$ cat src/rtl/video_mem_arbiter.sv
// rtl/video_mem_arbiter.sv - framebuffer RAM arbiter with ping-pong line prefetch and 2x scaled scan-out
// Define VIDEO_ARB_BURST_FETCH_EN to fetch every cycle and stall the writer during FETCH.
module video_mem_arbiter #(
   parameter int GB_W     = 160,
   parameter int GB_H     = 144,
   parameter int X_OFFSET = 160,
   parameter int Y_OFFSET = 96
) (
   input  logic        pixel_clock,
   input  logic        reset,
   input  logic [9:0]  pixel_count,
   input  logic [9:0]  line_count,
   input  logic        wr_req,
   input  logic [14:0] wr_addr,
   input  logic [1:0]  wr_data,
   output logic        wr_ack,
   output logic [14:0] mem_addr,
   output logic        mem_we,
   output logic [1:0]  mem_wdata,
   input  logic [1:0]  mem_rdata,
   output logic [1:0]  pixel_out,
   output logic        pixel_valid
);

   localparam logic [9:0]  X_LO     = 10'(X_OFFSET);
   localparam logic [9:0]  X_HI     = 10'(X_OFFSET + 2 * GB_W);
   localparam logic [9:0]  Y_LO     = 10'(Y_OFFSET);
   localparam logic [9:0]  Y_HI     = 10'(Y_OFFSET + 2 * GB_H);
   localparam logic [10:0] F_LO     = 11'(Y_OFFSET);
   localparam logic [10:0] F_HI     = 11'(Y_OFFSET + 2 * GB_H);
   localparam logic [14:0] ROW_W    = 15'(GB_W);
   localparam logic [14:0] FB_WORDS = 15'(GB_W * GB_H);
   localparam logic [7:0]  FX_LAST  = 8'(GB_W - 1);

   typedef enum logic [0:0] {S_IDLE = 1'b0, S_FETCH = 1'b1} state_t;

   state_t      state_q, state_d;
   logic [7:0]  fx_q, fx_d;
`ifndef VIDEO_ARB_BURST_FETCH_EN
   logic        phase_q, phase_d;
`endif
   logic [14:0] row_base_q, row_base_d;
   logic        bank_sel_q, bank_sel_d;
   logic        rd_pend_q, rd_pend_d;
   logic [7:0]  rd_idx_q, rd_idx_d;
   logic        rd_bank_q, rd_bank_d;
   logic [14:0] mem_addr_q, mem_addr_d;
   logic        mem_we_q, mem_we_d;
   logic [1:0]  mem_wdata_q, mem_wdata_d;
   logic [1:0]  pixel_out_q, pixel_out_d;
   logic        pixel_valid_q, pixel_valid_d;

   logic [1:0]  bank0_q [GB_W];
   logic [1:0]  bank1_q [GB_W];

   logic [10:0] lc_next;
   logic        trigger;
   logic [7:0]  fetch_row;
   logic        rd_slot, wr_slot;
   logic        in_window;
   logic [7:0]  gx;
   logic        gy_bank;

   // Row r is fetched on the VGA line just before its first displayed line.
   assign lc_next   = {1'b0, line_count} + 11'd1;
   assign trigger   = (pixel_count == 10'd0) && (lc_next >= F_LO) && (lc_next < F_HI)
                      && (lc_next[0] == F_LO[0]);
   assign fetch_row = 8'((lc_next - F_LO) >> 1);

   assign in_window = (pixel_count >= X_LO) && (pixel_count < X_HI)
                      && (line_count >= Y_LO) && (line_count < Y_HI);
   assign gx        = 8'((pixel_count - X_LO) >> 1);
   assign gy_bank   = 1'((line_count - Y_LO) >> 1);

   always_comb begin
      state_d     = state_q;
      fx_d        = fx_q;
`ifndef VIDEO_ARB_BURST_FETCH_EN
      phase_d     = phase_q;
`endif
      row_base_d  = row_base_q;
      bank_sel_d  = bank_sel_q;
      rd_pend_d   = 1'b0;
      rd_idx_d    = rd_idx_q;
      rd_bank_d   = rd_bank_q;
      mem_addr_d  = mem_addr_q;
      mem_we_d    = 1'b0;
      mem_wdata_d = mem_wdata_q;
      rd_slot     = 1'b0;
      wr_slot     = 1'b0;
      wr_ack      = 1'b0;

      case (state_q)
         S_IDLE: begin
            if (trigger) begin
               state_d    = S_FETCH;
               fx_d       = 8'd0;
`ifndef VIDEO_ARB_BURST_FETCH_EN
               phase_d    = 1'b0;
`endif
               row_base_d = {7'd0, fetch_row} * ROW_W;
               bank_sel_d = fetch_row[0];
            end else begin
               wr_slot = 1'b1;
            end
         end
         S_FETCH: begin
`ifdef VIDEO_ARB_BURST_FETCH_EN
            rd_slot = 1'b1;
            fx_d    = fx_q + 8'd1;
            if (fx_q == FX_LAST) begin
               state_d = S_IDLE;
               fx_d    = 8'd0;
            end
`else
            phase_d = ~phase_q;
            rd_slot = ~phase_q;
            wr_slot = phase_q;
            if (phase_q) begin
               fx_d = fx_q + 8'd1;
               if (fx_q == FX_LAST) begin
                  state_d = S_IDLE;
                  fx_d    = 8'd0;
               end
            end
`endif
         end
         default: state_d = S_IDLE;
      endcase

      // Capture of a read lands one cycle later, tracked by rd_pend/rd_idx/rd_bank.
      if (rd_slot) begin
         mem_addr_d = row_base_q + {7'd0, fx_q};
         rd_pend_d  = 1'b1;
         rd_idx_d   = fx_q;
         rd_bank_d  = bank_sel_q;
      end

      if (wr_slot && wr_req && !reset) begin
         wr_ack = 1'b1;
         if (wr_addr < FB_WORDS) begin
            mem_we_d    = 1'b1;
            mem_addr_d  = wr_addr;
            mem_wdata_d = wr_data;
         end
      end
   end

   always_comb begin
      pixel_out_d   = 2'd0;
      pixel_valid_d = 1'b0;
      if (in_window) begin
         pixel_valid_d = 1'b1;
         pixel_out_d   = gy_bank ? bank1_q[gx] : bank0_q[gx];
      end
   end

   always_ff @(posedge pixel_clock) begin
      if (reset) begin
         state_q       <= S_IDLE;
         fx_q          <= 8'd0;
`ifndef VIDEO_ARB_BURST_FETCH_EN
         phase_q       <= 1'b0;
`endif
         row_base_q    <= 15'd0;
         bank_sel_q    <= 1'b0;
         rd_pend_q     <= 1'b0;
         rd_idx_q      <= 8'd0;
         rd_bank_q     <= 1'b0;
         mem_addr_q    <= 15'd0;
         mem_we_q      <= 1'b0;
         mem_wdata_q   <= 2'd0;
         pixel_out_q   <= 2'd0;
         pixel_valid_q <= 1'b0;
      end else begin
         state_q       <= state_d;
         fx_q          <= fx_d;
`ifndef VIDEO_ARB_BURST_FETCH_EN
         phase_q       <= phase_d;
`endif
         row_base_q    <= row_base_d;
         bank_sel_q    <= bank_sel_d;
         rd_pend_q     <= rd_pend_d;
         rd_idx_q      <= rd_idx_d;
         rd_bank_q     <= rd_bank_d;
         mem_addr_q    <= mem_addr_d;
         mem_we_q      <= mem_we_d;
         mem_wdata_q   <= mem_wdata_d;
         pixel_out_q   <= pixel_out_d;
         pixel_valid_q <= pixel_valid_d;
      end
   end

   // Line buffers keep their contents across reset.
   always_ff @(posedge pixel_clock) begin
      if (!reset && rd_pend_q) begin
         if (rd_bank_q) bank1_q[rd_idx_q] <= mem_rdata;
         else           bank0_q[rd_idx_q] <= mem_rdata;
      end
   end

   assign mem_addr    = mem_addr_q;
   assign mem_we      = mem_we_q;
   assign mem_wdata   = mem_wdata_q;
   assign pixel_out   = pixel_out_q;
   assign pixel_valid = pixel_valid_q;

endmodule
$ cat config.mk
export PLATFORM = sky130hd
export DESIGN_NAME = video_mem_arbiter
export DESIGN_NICKNAME = d
export VERILOG_FILES = /design/src/rtl/video_mem_arbiter.sv
export SDC_FILE = /design/constraint.sdc
export NUM_CORES = 1
export LEC_CHECK = 0
export CAP_MARGIN = 20
export CORE_AREA = 2 2 277 279
export DETAILED_ROUTE_END_ITERATION = 8
export DIE_AREA = 0 0 279 281
export DONT_BUFFER_PORTS = 1
export GPL_TIMING_DRIVEN = 1
export HOLD_SLACK_MARGIN = 0.02
export PLACE_DENSITY_LB_ADDON = 0.1
export RECOVER_POWER = 25
export SYNTH_ARGS = -nofsm -noshare
export SYNTH_HDL_FRONTEND = slang
export SYNTH_SLANG_ARGS = --single-unit
$ cat constraint.sdc
create_clock -name pixel_clock -period 3.43 [get_ports pixel_clock]
set_input_delay 0.5145 -clock pixel_clock [delete_from_list [all_inputs] [get_ports pixel_clock]]
set_output_delay 0.5145 -clock pixel_clock [all_outputs]
set_load 0.005 [all_outputs]
# [Word level (Yosys, flattened, before mapping)]
# Memories as Yosys holds them, arrays and structs flattened.
# Index checks and enable logic that the tools add are counted.
[classes] addsub=6 n_mul=1 magnitude_cmp=7 eq_ne=3 muxes=27 bitwise=5 reduce_logical=16
[ops] op="$mux W15" n=3
[ops] op="$mux W8" n=3
[ops] op="$lt A10 B9 Y1 const B" n=2
[ops] op="$mux W1" n=16
[ops] op="$pmux W8 S2" n=1
[ops] op="$add A15 B8 Y15" n=1
[ops] op="$lt A15 B15 Y1 const B" n=1
[ops] op="$add A10 B1 Y11 const B" n=1
[ops] op="$ge A11 B7 Y1 const B" n=1
[ops] op="$lt A11 B9 Y1 const B" n=1
[ops] op="$ge A10 B7 Y1 const B" n=1
[ops] op="$ge A10 B8 Y1 const B" n=1
[ops] op="$logic_not A10 Y1" n=1
[ops] op="$mul A8 B3 Y10 const B" n=1
[ops] op="$logic_and A1 B1 Y1" n=9
[ops] op="$sub A9 B7 Y9 const B" n=1
[ops] op="$sub A9 B8 Y9 const B" n=1
[ops] op="$add A8 B1 Y8 const B" n=1
[ops] op="$eq A8 B8 Y1 const B" n=1
[ops] op="$pmux W1 S2" n=3
[ops] op="$reduce_and A2 Y1" n=3
[ops] op="$not A1 Y1" n=5
[ops] op="$reduce_or A2 Y1" n=2
[ops] op="$mux W2" n=1
[ops] op="4 further kinds" n=4
[word_totals] ff_bits=52 ram_bits=640 inputBits=42 out_inout_bits=22 wordCells=80 mem_count=2
[mem_list] name="bank0_q" words=160 word_bits=2 read_ports=1 rd_clocked_by_memory_dff=0 wr=1 line_no="53" text="logic [1:0] bank0_q [GB_W];"
[mem_list] name="bank1_q" words=160 word_bits=2 read_ports=1 rd_clocked_by_memory_dff=0 wr=1 line_no="54" text="logic [1:0] bank1_q [GB_W];"

# [Longest topological paths before layout]
[logic_depth] depth_word=11 mapped_depth=15 depth_no_buf=14

# [Least setup slack after synthesis]
# No wires, ideal clock.
[synth_timing] path_type="input port to flip-flop" startpoint="input port line_count[2]" endpoint="register row_base_q[14]" setup_ns=0.116 t_arrival_ns=2.996 t_required_ns=3.314 setup_slack_ns=0.318 path_stages=15 n_path_buf=1 path_cell_list="and4_1 -> buf_2 -> and2_1 -> xor2_1 -> ha_1 -> xor2_1 -> xnor2_1 -> ha_1 -> ha_1 -> a21oi_1 -> o21bai_1 -> a21oi_1 -> or3_1 -> mux2i_1 -> a31o_1"
[synth_via] elab_chain_len=6
[synth_rtl] element="start: declaration" line_no="12" text="input logic [9:0] line_count,"
[synth_rtl] element="$add A10 B1 Y11 (*)" line_no="65" text="assign lc_next = {1'b0, line_count} + 11'd1;"
[synth_rtl] element="branches (longest 5 deep; another with $mul A8 B3 Y10)"
[synth_rtl] element="end signal: assignment" line_no="181" text="row_base_q <= row_base_d;"
[synth_rtl] element="end: declaration" line_no="42" text="logic [14:0] row_base_q, row_base_d;"
# Every way passes the cells marked *.
# A chain may end at the register's enable or synchronous reset.

# [Final worst setup path]
[layout_timing] startpoint="register state_q" endpoint="output port wr_ack"
[layout_via] elab_chain_len=5
[layout_rtl] element="start: declaration" line_no="37" text="state_t state_q, state_d;"
[layout_rtl] element="start signal: assignment" line_no="176" text="state_q <= state_d;"
[layout_rtl] element="$not A1 Y1 (no source line)"
[layout_rtl] element="$pmux W1 S2 (*)" line_no="93" text="case (state_q)"
[layout_rtl] element="$logic_and A1 B1 Y1 (*) (2 in a row)" line_no="139" text="if (wr_slot && wr_req && !reset) begin"
[layout_rtl] element="$mux W1 (*)" line_no="139"
[layout_rtl] element="end: declaration" line_no="16" text="output logic wr_ack,"
# Mark *: on every way between the ends. The rest lies on a longest branch, timed or not.

==> impl_metrics.json <==
{
  "syn_inst": 1849,
  "syn2layout_area_growth_pct": 12.6,
  "yosysSeqAreaShare_pct": 69.6,
  "clk_latency_ns": 0.62,
  "finalNonFillerCells": 2904,
  "detail_route.wl_per_cell_um": 26.7,
  "syn_area_sq_mm": 0.0291,
  "period_share_pct": 88.8,
  "clkTransAtPathRegs_ns": 0.06,
  "synth_top_flop_cell": "edfxtp_1",
  "drv_slew": 0,
  "power_density_mw_per_mm2": 557,
  "dp_cells": 2747,
  "drc": 0,
  "postSynth.asyncResetShare_pct": 0,
  "hold_buffers": 16,
  "cts_root_buffer": "clkbuf_16",
  "avgViaCountPerCell": 5.59,
  "finalSetupTns_ns": 0,
  "end_kind": "output port",
  "layout-drive-gt1-share_pct": 17.0,
  "nFillCells": 6692,
  "numCtsBuffers": 77,
  "synth_top_family_by_area": "multiplexers",
  "dieHeight_um": 281,
  "synthSimpleGateAreaFrac_pct": 8.30,
  "grt_max_degree": 321,
  "dp_hpwl_um": 44600,
  "dp_slack_ns": 0.153,
  "initial_utilization_pct": 38.5,
  "setup_violations": 0,
  "yosysTopAreaCellShare_pct": 66.1,
  "coreArea_sq_mm": 0.0754,
  "yosys_register_bits": 691,
  "synthTopCellsByArea": "edfxtp_1 66%, mux4_2 12%, nor2_1 4.8%",
  "syn_avg_cell_area_sq_um": 15.7,
  "yosys.area.top_type": "edfxtp_1",
  "die-area_sq_mm": 0.0784,
  "ios": 64,
  "irDropWorstVdd_v": 0.000382,
  "grt_usage_pct": 19.9,
  "ys_warn_count": 0,
  "grt_overflow_total": 0,
  "outcome": "finished clean",
  "layout_min_cycle_time_ns": 3.04,
  "arrival_ns": 2.53,
  "grt_first_pass_wirelength_um": 113000,
  "antenna_found_initial": 1,
  "clk_path_buf_depth": 3,
  "clock_skew_ns": 0.0268,
  "synthXorXnorAreaFrac_pct": 0.632,
  "worstPathRequired_ns": 2.92,
  "worstSetupPathType": "flop to output port",
  "drtPass1Iterations": 5,
  "rsz0062_at_grt": "false",
  "cts.repair.resized": 0,
  "hold_class": "input pin to flop",
  "cts_setup_buffers": 0,
  "mappedNetlistNets": 1913,
  "die_x_um": 279,
  "hold_viol": 0,
  "drt_iter0_drc": 1346,
  "io_buffers": 0,
  "htree_levels": 3,
  "regArea_sq_mm": 0.0202,
  "place_congestion": 0.798,
  "layout_setup_ws_ns": 0.385,
  "totalWireLength_um": 77400,
  "max_slew_margin_pct": 14.1,
  "multi_input_area_sq_mm": 0.00813,
  "clock.fmax_ghz": 0.328,
  "synth_compound_area_share_pct": 4.48,
  "synth_edf_count": 640,
  "num_vias": 16200,
  "n_antenna_cell": 0,
  "tightestPinTransition_ns": 1.29,
  "clkSinkCount": 691,
  "start_kind": "flop",
  "rows": 101,
  "maxCapViolations": 0,
  "synthAdderAreaFrac_pct": 0.998,
  "nets": 1928,
  "grt_pass1_vias": 17200,
  "final_antenna_net_count": 0,
  "synthMuxAreaShare_pct": 13.5,
  "crit_fanout": 9,
  "cts_tree": "yes",
  "leakagePower_nw": 10.2,
  "synth.distinct_cells": 65
}
[metal layers]
metal | global-route usage (%) | up-vias | part of all wire [%]
met4 | 6.20 | 0 | 2.7
met3 | 3.67 | 125 | 5.8
met5 | 0 | - | 0
met1 | 26.3 | 8464 | 42
met2 | 33.4 | 454 | 49
li1 | - | 7182 | -
[power by group]
group	total (mW)	internal [mW]	switching (mW)
sequential	9.24	9.22	0.0205
combinational	0.663	0.332	0.331
clock	8.36	4.99	3.37
total	18.3	14.5	3.72
[sequential cells by signal, indices dropped and copies added, names as in the netlist]
| name | count |
|---|---|
| bank0_q | 320 |
| bank1_q | 320 |
| state_q | 1 |
| fx_q | 8 |
| mem_wdata | 2 |
| rd_idx_q | 8 |
| row_base_q | 10 |
| phase_q | 1 |
| pixel_out | 2 |
| mem_we | 1 |
| rd_bank_q | 1 |
| rd_pend_q | 1 |
| mem_addr | 15 |
| pixel_valid | 1 |
[worst max-delay path: stages, from the launching register on]
cell	delay, ns
dfxtp_1	0.46
or4_1	0.62
nor2_1	0.19
o2111ai_2	0.30
nand2_1	0.25
nor2_1	0.09
[cell usage after synthesis (all sizes together) (6+ instances only)]
library cell and n:
edfxtp 640, nor2 370, mux4 151, nand2 95
clkbuf 80, a21oi 56, dfxtp 51, mux2i 51
buf 50, a22oi 28, nand3 25, ha 20
o31ai 18, inv 16, nor2b 15, o21ai 14
xor2 13, nor3 12, o22ai 10, or3 8
xnor2 8, a211oi 7, a31oi 7, nand3b 7
a21boi 6, a221oi 6, a22o 6, and2 6
o221ai 6
[final timing paths]
kind                             from                   endpoint  slack, ns  cells past startpoint
max                state_q$_SDFF_PP0_                     wr_ack       0.39                      5
min                        wr_data[0]  mem_wdata[0]$_SDFFE_PP0P_       0.05                      2
max reg2reg  rd_idx_q[3]$_SDFFE_PP0P_  bank0_q[107][0]$_DFFE_PP_       0.72                      4
min reg2reg    rd_bank_q$_SDFFE_PP0P_     rd_bank_q$_SDFFE_PP0P_       0.51                      2
[cells in the final DEF, fill, tap and decap left out, drive strengths merged, types with 18 or more instances in the layout]
cell type and count:
edfxtp 640, nor2 370, mux4 151, clkbuf 98
nand2 95, a21oi 56, mux2i 51, dfxtp 51
buf 51, clkinv 31, a22oi 28, nand3 25
ha 20, o31ai 18
[kinds of logic (layout without fill, tap and decap cells)]
family / count (synthesis) / after routing
AO/OA/AOI/OAI: 193 / 193
AND/OR/NAND/NOR: 573 / 573
multiplexers: 203 / 203
XOR/XNOR: 21 / 21
flip-flops: 691 / 691
adder cells (fa/ha/maj): 22 / 22
buffers and inverters: 146 / 223
[metrics by stage]
| stage | hold WS (ns) | area (sq um) | util (%) | power [mW] |
|---|---|---|---|---|
| finish | 0.0511 | 32800 | 43.4 | 18.3 |
| global placement | 0.495 | 30000 | 39.8 | 10.1 |
| floorplan | 0.448 | 29100 | - | 9.99 |
| detailed placement | 0.492 | 30000 | 39.8 | 10.1 |
| global route | 0.0478 | 32800 | 43.4 | 18.8 |
| CTS | 0.0244 | 32800 | 43.4 | 18.4 |
[area by class of cell]
cell class                      instances  share of cell area [%]
Timing Repair Buffer                   66                    1.67
Sequential cell                       691                    61.8
Multi-Input combinational cell       1012                    24.8
Inverter                               16                   0.183
Clock inverter                         43                    1.35
Tap cell                              978                    3.74
Clock buffer                           98                    6.47
(Power assumes the default switching activity.)
